## src/rtl/dst_uart_dump_if.sv

```systemverilog
// dst_uart_dump_if: start/status, RAM read port and UART line of the destination dump stage
interface dst_uart_dump_if #(
  parameter int ADDR_BITS = 10
);
  logic                 start;
  logic [ADDR_BITS-1:0] mem_addr;
  logic [23:0]          mem_do;
  logic                 tx;
  logic                 busy;
  logic                 done;
  modport master (input start, mem_do, output mem_addr, tx, busy, done);
  modport slave  (output start, mem_do, input mem_addr, tx, busy, done);
endinterface

```

## src/rtl/dst_uart_dump.sv

```systemverilog
// dst_uart_dump: reads gray bytes from the destination RAM and sends them as 8N1 UART frames; DST_UART_DUMP_CHECKSUM_EN appends an XOR checksum frame
module dst_uart_dump #(
  parameter int ADDR_BITS    = 10,
  parameter int PIXELS       = 1024,
  parameter int CLKS_PER_BIT = 434
) (
  input logic             clk,
  input logic             reset,
  dst_uart_dump_if.master bus
);
  localparam int CW = $clog2(CLKS_PER_BIT);
`ifdef DST_UART_DUMP_CHECKSUM_EN
  typedef enum logic [3:0] {IDLE, FETCH, WAIT, LOAD, START, DATA, STOP, CSUM, DONE} state_t;
`else
  typedef enum logic [3:0] {IDLE, FETCH, WAIT, LOAD, START, DATA, STOP, DONE} state_t;
`endif
  state_t               state, state_n;
  logic [CW-1:0]        cnt, cnt_n, cnt_inc;
  logic [2:0]           bit_idx, bit_idx_n;
  logic [ADDR_BITS-1:0] idx, idx_n, addr, addr_n;
  logic [7:0]           sh, sh_n;
  logic                 tx, tx_n;
  logic                 tc, last;
`ifdef DST_UART_DUMP_CHECKSUM_EN
  logic [7:0]           csum, csum_n;
  logic                 in_csum, in_csum_n;
`endif
  logic                 unused_hi;
  assign unused_hi    = &{1'b0, bus.mem_do[23:8]};
  assign tc           = cnt == CW'(CLKS_PER_BIT - 1);
  assign cnt_inc      = tc ? '0 : cnt + 1'b1;
  assign last         = idx == ADDR_BITS'(PIXELS - 1);
  assign bus.mem_addr = addr;
  assign bus.tx       = tx;
  assign bus.busy     = state != IDLE && state != DONE;
  assign bus.done     = state == DONE;
  // next-state, line bit and datapath updates; start/stop bits are loaded one cycle ahead so tx stays registered
  always_comb begin
    state_n   = state;
    cnt_n     = cnt;
    bit_idx_n = bit_idx;
    idx_n     = idx;
    addr_n    = addr;
    sh_n      = sh;
    tx_n      = tx;
`ifdef DST_UART_DUMP_CHECKSUM_EN
    csum_n    = csum;
    in_csum_n = in_csum;
`endif
    case (state)
      IDLE: if (bus.start) begin
        state_n   = FETCH;
        idx_n     = '0;
        cnt_n     = '0;
`ifdef DST_UART_DUMP_CHECKSUM_EN
        csum_n    = '0;
        in_csum_n = 1'b0;
`endif
      end
      FETCH: begin
        addr_n  = idx;
        state_n = WAIT;
      end
      WAIT: state_n = LOAD;
      LOAD: begin
        sh_n    = bus.mem_do[7:0];
        tx_n    = 1'b0;
        cnt_n   = '0;
        state_n = START;
`ifdef DST_UART_DUMP_CHECKSUM_EN
        csum_n  = csum ^ bus.mem_do[7:0];
`endif
      end
`ifdef DST_UART_DUMP_CHECKSUM_EN
      START, CSUM: begin
`else
      START: begin
`endif
        cnt_n = cnt_inc;
        if (tc) begin
          state_n   = DATA;
          bit_idx_n = '0;
          tx_n      = sh[0];
          sh_n      = {1'b0, sh[7:1]};
        end
      end
      DATA: begin
        cnt_n = cnt_inc;
        if (tc) begin
          state_n   = bit_idx == 3'd7 ? STOP : DATA;
          tx_n      = bit_idx == 3'd7 ? 1'b1 : sh[0];
          bit_idx_n = bit_idx + 1'b1;
          sh_n      = {1'b0, sh[7:1]};
        end
      end
      STOP: begin
        cnt_n = cnt_inc;
        if (tc) begin
`ifdef DST_UART_DUMP_CHECKSUM_EN
          if (in_csum) state_n = DONE;
          else if (last) begin
            state_n   = CSUM;
            sh_n      = csum;
            tx_n      = 1'b0;
            in_csum_n = 1'b1;
          end else begin
            idx_n   = idx + 1'b1;
            state_n = FETCH;
          end
`else
          if (last) state_n = DONE;
          else begin
            idx_n   = idx + 1'b1;
            state_n = FETCH;
          end
`endif
        end
      end
      DONE: state_n = IDLE;
      default: state_n = IDLE;
    endcase
  end
  // state and datapath registers; reset idles the line high at once
  always_ff @(posedge clk or posedge reset) begin
    if (reset) begin
      state   <= IDLE;
      cnt     <= '0;
      bit_idx <= '0;
      idx     <= '0;
      addr    <= '0;
      sh      <= '0;
      tx      <= 1'b1;
`ifdef DST_UART_DUMP_CHECKSUM_EN
      csum    <= '0;
      in_csum <= 1'b0;
`endif
    end else begin
      state   <= state_n;
      cnt     <= cnt_n;
      bit_idx <= bit_idx_n;
      idx     <= idx_n;
      addr    <= addr_n;
      sh      <= sh_n;
      tx      <= tx_n;
`ifdef DST_UART_DUMP_CHECKSUM_EN
      csum    <= csum_n;
      in_csum <= in_csum_n;
`endif
    end
  end
endmodule

```

## src/flat_wrapper.sv

```systemverilog
// flat-port wrapper written by rule: the top's interface ports become plain ports
module dst_uart_dump_flat 
#(
  parameter int ADDR_BITS    = 10,
  parameter int PIXELS       = 1024,
  parameter int CLKS_PER_BIT = 434
)
  (clk, reset, bus_start, bus_mem_do, bus_mem_addr, bus_tx, bus_busy, bus_done);
  dst_uart_dump_if #(.ADDR_BITS(ADDR_BITS)) bus_i ();
  input logic clk;
  input logic reset;
  input wire logic [$bits(bus_i.start)-1:0] bus_start;
  input wire logic [$bits(bus_i.mem_do)-1:0] bus_mem_do;
  output wire logic [$bits(bus_i.mem_addr)-1:0] bus_mem_addr;
  output wire logic [$bits(bus_i.tx)-1:0] bus_tx;
  output wire logic [$bits(bus_i.busy)-1:0] bus_busy;
  output wire logic [$bits(bus_i.done)-1:0] bus_done;
  assign bus_i.start = bus_start;
  assign bus_i.mem_do = bus_mem_do;
  assign bus_mem_addr = bus_i.mem_addr;
  assign bus_tx = bus_i.tx;
  assign bus_busy = bus_i.busy;
  assign bus_done = bus_i.done;
  dst_uart_dump #(.ADDR_BITS(ADDR_BITS), .PIXELS(PIXELS), .CLKS_PER_BIT(CLKS_PER_BIT)) u_core (.clk(clk), .reset(reset), .bus(bus_i));
endmodule
```

## config.mk

```make
export PLATFORM = sky130hd
export DESIGN_NAME = dst_uart_dump_flat
export DESIGN_NICKNAME = d
export VERILOG_FILES = /design/src/rtl/dst_uart_dump_if.sv /design/src/rtl/dst_uart_dump.sv /design/src/flat_wrapper.sv
export SDC_FILE = /design/constraint.sdc
export NUM_CORES = 1
export LEC_CHECK = 0
export CORE_MARGIN = 8
export CORE_UTILIZATION = 58
export CTS_BUF_LIST = sky130_fd_sc_hd__clkbuf_2
export DETAILED_ROUTE_END_ITERATION = 10
export GPL_TIMING_DRIVEN = 0
export PLACE_DENSITY_LB_ADDON = 0.08
export SYNTH_ARGS = -nofsm -noshare
export SYNTH_HDL_FRONTEND = slang
export SYNTH_SLANG_ARGS = --single-unit
```

## constraint.sdc

```tcl
create_clock -name clk -period 5.3 [get_ports clk]
set_input_delay 0.53 -clock clk [delete_from_list [all_inputs] [get_ports clk]]
set_output_delay 0.53 -clock clk [all_outputs]
set_load 0.02 [all_outputs]
```

==> flow_summary.json <==
{
  "outcome": "complete, no violations",
  "end_kind": "primary output",
  "dieArea_um2": 6141,
  "finalMaxSlewViolations": 0,
  "async_reset_ff_share_pct": 100.0,
  "overflow": 0,
  "cp.arrival_ns": 2.09,
  "dp_hpwl_um": 3323,
  "critPathTopFamily": "buffers and inverters",
  "synth_area_per_cell_um2": 10.03,
  "ir_worst_vdd_v": 0.0002674,
  "ant_nets": 0,
  "crit_chain": "buf_1 -> nand2_1 -> inv_1 -> clkdlybuf4s50_1",
  "num_antenna_cells": 0,
  "clk_pin_slew_worst_paths_ns": 0.22,
  "rsz0062_at_grt": "no",
  "cts_resized": 0,
  "power_frac_comb_pct": 39.3,
  "fmax_ghz": 0.3816,
  "r2r-end": "u_core.idx[9]",
  "cts_tree": "done",
  "path_depth": 4,
  "grt_use_met1_pct": 19.76,
  "relSlewSlack_pct": 32.52,
  "clockBufferDepth": 2,
  "fp.dieW_um": 78.37,
  "ys_types": 46,
  "rr_startpoint": "u_core.cnt[1]",
  "insertion_delay_ns": 0.41,
  "layout-drive-gt1-share_pct": 10.89,
  "cp_num_buf_inv": 3,
  "switching_share_pct": 39.10,
  "avgViaCountPerCell": 6.098,
  "power_frac_seq_pct": 43.9,
  "power.share.clock_pct": 16.9,
  "max_stage_delay_ns": 0.61,
  "wire_per_inst_um": 15.07,
  "drt_wl_total_um": 4597,
  "vias": 1860,
  "post-route-min-period_ns": 2.621,
  "cts.sinks": 44,
  "r2r_cells": 8,
  "final.setup.tns_ns": 0,
  "drv_cap": 0,
  "path_class": "reg -> out",
  "cts_root_buffer": "clkbuf_2",
  "dr.first_iter.drc_count": 98,
  "start_util_pct": 61.16,
  "p_int_uw": 678.2,
  "synth_seq_cells": 44,
  "antenna_found_initial": 0,
  "synth_warnings": 0,
  "switchingPower_uw": 435.5,
  "min_period_over_period_pct": 49.45,
  "grt_max_degree": 26,
  "track_usage_pct": 15.24,
  "synthCells": 225,
  "num_rows": 22,
  "grt_use_met2_pct": 24.03,
  "setup_viol": 0,
  "syn_nets": 257,
  "htreeDepth": 2,
  "rrSetupSlack_ns": 2.84,
  "grt-busiest-layer": "met2",
  "leakagePower_uw": 0.001181,
  "dp_slack_ns": 2.869,
  "drcViolationCount": 0,
  "final_area_um2": 2631,
  "fp.dieH_um": 78.37,
  "clock_skew_ns": 0.01297,
  "met3_usage_pct": 4.214,
  "seq_area_frac_synth_pct": 48.86,
  "synth-edff-count": 0,
  "powerDensity_nw_per_um2": 423.2,
  "postCtsHoldBufs": 0,
  "whs_ns": 0.4026,
  "cts_buffers": 5,
  "final_common_cell": "dfrtp_1",
  "gp_congestion": 0.8341,
  "port_buffers": 23,
  "setup_slack_ns": 2.679,
  "cp_slowest_cell": "clkdlybuf4s50_1",
  "final-hold-violation-count": 0,
  "hold_class": "in -> async",
  "grt_pass1_wl_um": 7803,
  "io_pins": 40,
  "worst_slew_pin_slew_ns": 1.003,
  "synthToLayoutAreaGrowth_pct": 16.64,
  "nets": 288,
  "yosys_most_used_dff": "dfrtp_1",
  "final_cell_mix": "dfrtp_1 (43), clkdlybuf4s50_1 (23), nand2_1 (17), nor2_1 (17), a21oi_1 (13)",
  "timing.critical_path.to": "bus_done",
  "placed_area_um2": 2566,
  "cp-start-kind": "flip-flop",
  "post_cts_buffers": 0,
  "required_ns": 4.77,
  "drt_first_pass_iters": 4,
  "netlist_area_um2": 2256,
  "grt_pass1_vias": 1771,
  "crit_start": "u_core.state[2]",
  "coreArea_um2": 3689,
  "critPathMaxFanout": 10
}
power by group through the flow:
stage	Combinational [uW]	Sequential, uW	Clock [uW]
after floorplan	326	481	0
final	437	489	188
after detailed placement	436	494	0
after global placement	425	492	0
after CTS	437	488	194
after global routing	488	503	206
layout make-up:
type / instances / area [um^2]
Inverter: 9 / 33.78
Tap cell: 48 / 60.06
Fill cell: 295 / 1057
Sequential cell: 44 / 1102
Multi-Input combinational cell: 163 / 1076
Clock buffer: 6 / 30.03
Buffer: 9 / 43.79
Clock inverter: 2 / 35.03
Timing Repair Buffer: 24 / 250.2
state kept, by name, indices dropped and copies added (netlist names):
name                 flops
u_core.bus.mem_addr     10
u_core.idx              10
u_core.sh                8
u_core.cnt               9
u_core.bit_idx           3
u_core.state             3
u_core.bus.tx            1
cell families after synthesis:
family                     count (synthesis)  synth area share (%)
AOI/OAI and AO/OA                         60                 17.58
DFF                                       44                 48.86
and+or+nand+nor                           79                 18.30
adders and majority gates                  5                 2.773
muxes                                     19                 9.041
buffers and inverters                     18                 3.439
synthesized netlist by cell type (2+ instances only):
| library cell | count | area share (%) |
|---|---|---|
| dfrtp_1 | 43 | 48 |
| nand2_1 | 17 | 2.8 |
| nor2_1 | 17 | 2.8 |
| a21oi_1 | 13 | 2.9 |
| o21ai_0 | 12 | 2.7 |
| mux2_2 | 11 | 5.5 |
| nand3_1 | 10 | 2.2 |
| a31oi_1 | 9 | 2.5 |
| inv_1 | 9 | 1.5 |
| mux2i_1 | 8 | 3.5 |
| nor3_1 | 7 | 1.6 |
| o211ai_1 | 6 | 2.0 |
| clkbuf_1 | 5 | 0.83 |
| ha_1 | 5 | 2.8 |
| a211o_1 | 4 | 1.6 |
| a41oi_1 | 4 | 1.6 |
| and2_1 | 3 | 0.83 |
| and3_1 | 3 | 0.83 |
| and4_1 | 3 | 1.2 |
| nand2b_1 | 3 | 0.83 |
| nor4_1 | 3 | 0.83 |
| buf_2 | 2 | 0.44 |
| nand3b_1 | 2 | 0.67 |
| nand4_1 | 2 | 0.55 |
| o22ai_1 | 2 | 0.55 |
| or3_1 | 2 | 0.55 |
worst reg2reg max path, delay by kind of cell, from the launching register on:
family,cells,cell delay (ns)
and+or+nand+nor,2,0.81
buffers and inverters,3,0.40
AOI/OAI and AO/OA,2,0.59
DFF,1,0.44
adders and majority gates,1,0.15
how the worst min path moves through the flow:
| stage | startpoint | to | slack, ns | cells after the start |
|---|---|---|---|---|
| finish | reset | u_core.idx[8] | 0.40 | 2 |
| global route | reset | u_core.idx[8] | 0.41 | 2 |
| CTS | reset | u_core.idx[8] | 0.40 | 2 |
| detailed placement | u_core.bit_idx[2] | u_core.bit_idx[2] | 0.48 | 2 |
| global placement | u_core.bit_idx[1] | u_core.bit_idx[1] | 0.47 | 2 |
| floorplan | u_core.bit_idx[1] | u_core.bit_idx[1] | 0.45 | 2 |
per-layer routing:
| layer | up-vias | routed length (um) |
|---|---|---|
| met3 | 7 | 197 |
| li1 | 905 | - |
| met1 | 910 | 2217 |
| met2 | 38 | 2130 |
| met4 | 0 | 51 |
| met5 | - | 0 |
per-stage QoR:
step	utilization (%)	total power [uW]	cells
2_1_floorplan	-	807.2	225
3_3_place_gp	69.03	916.8	296
3_5_place_dp	69.57	929.9	297
4_1_cts	71.34	1120	305
5_1_grt	71.34	1197	305
6_report	71.34	1114	305
Note: power is estimated with default switching activity, not from simulation.
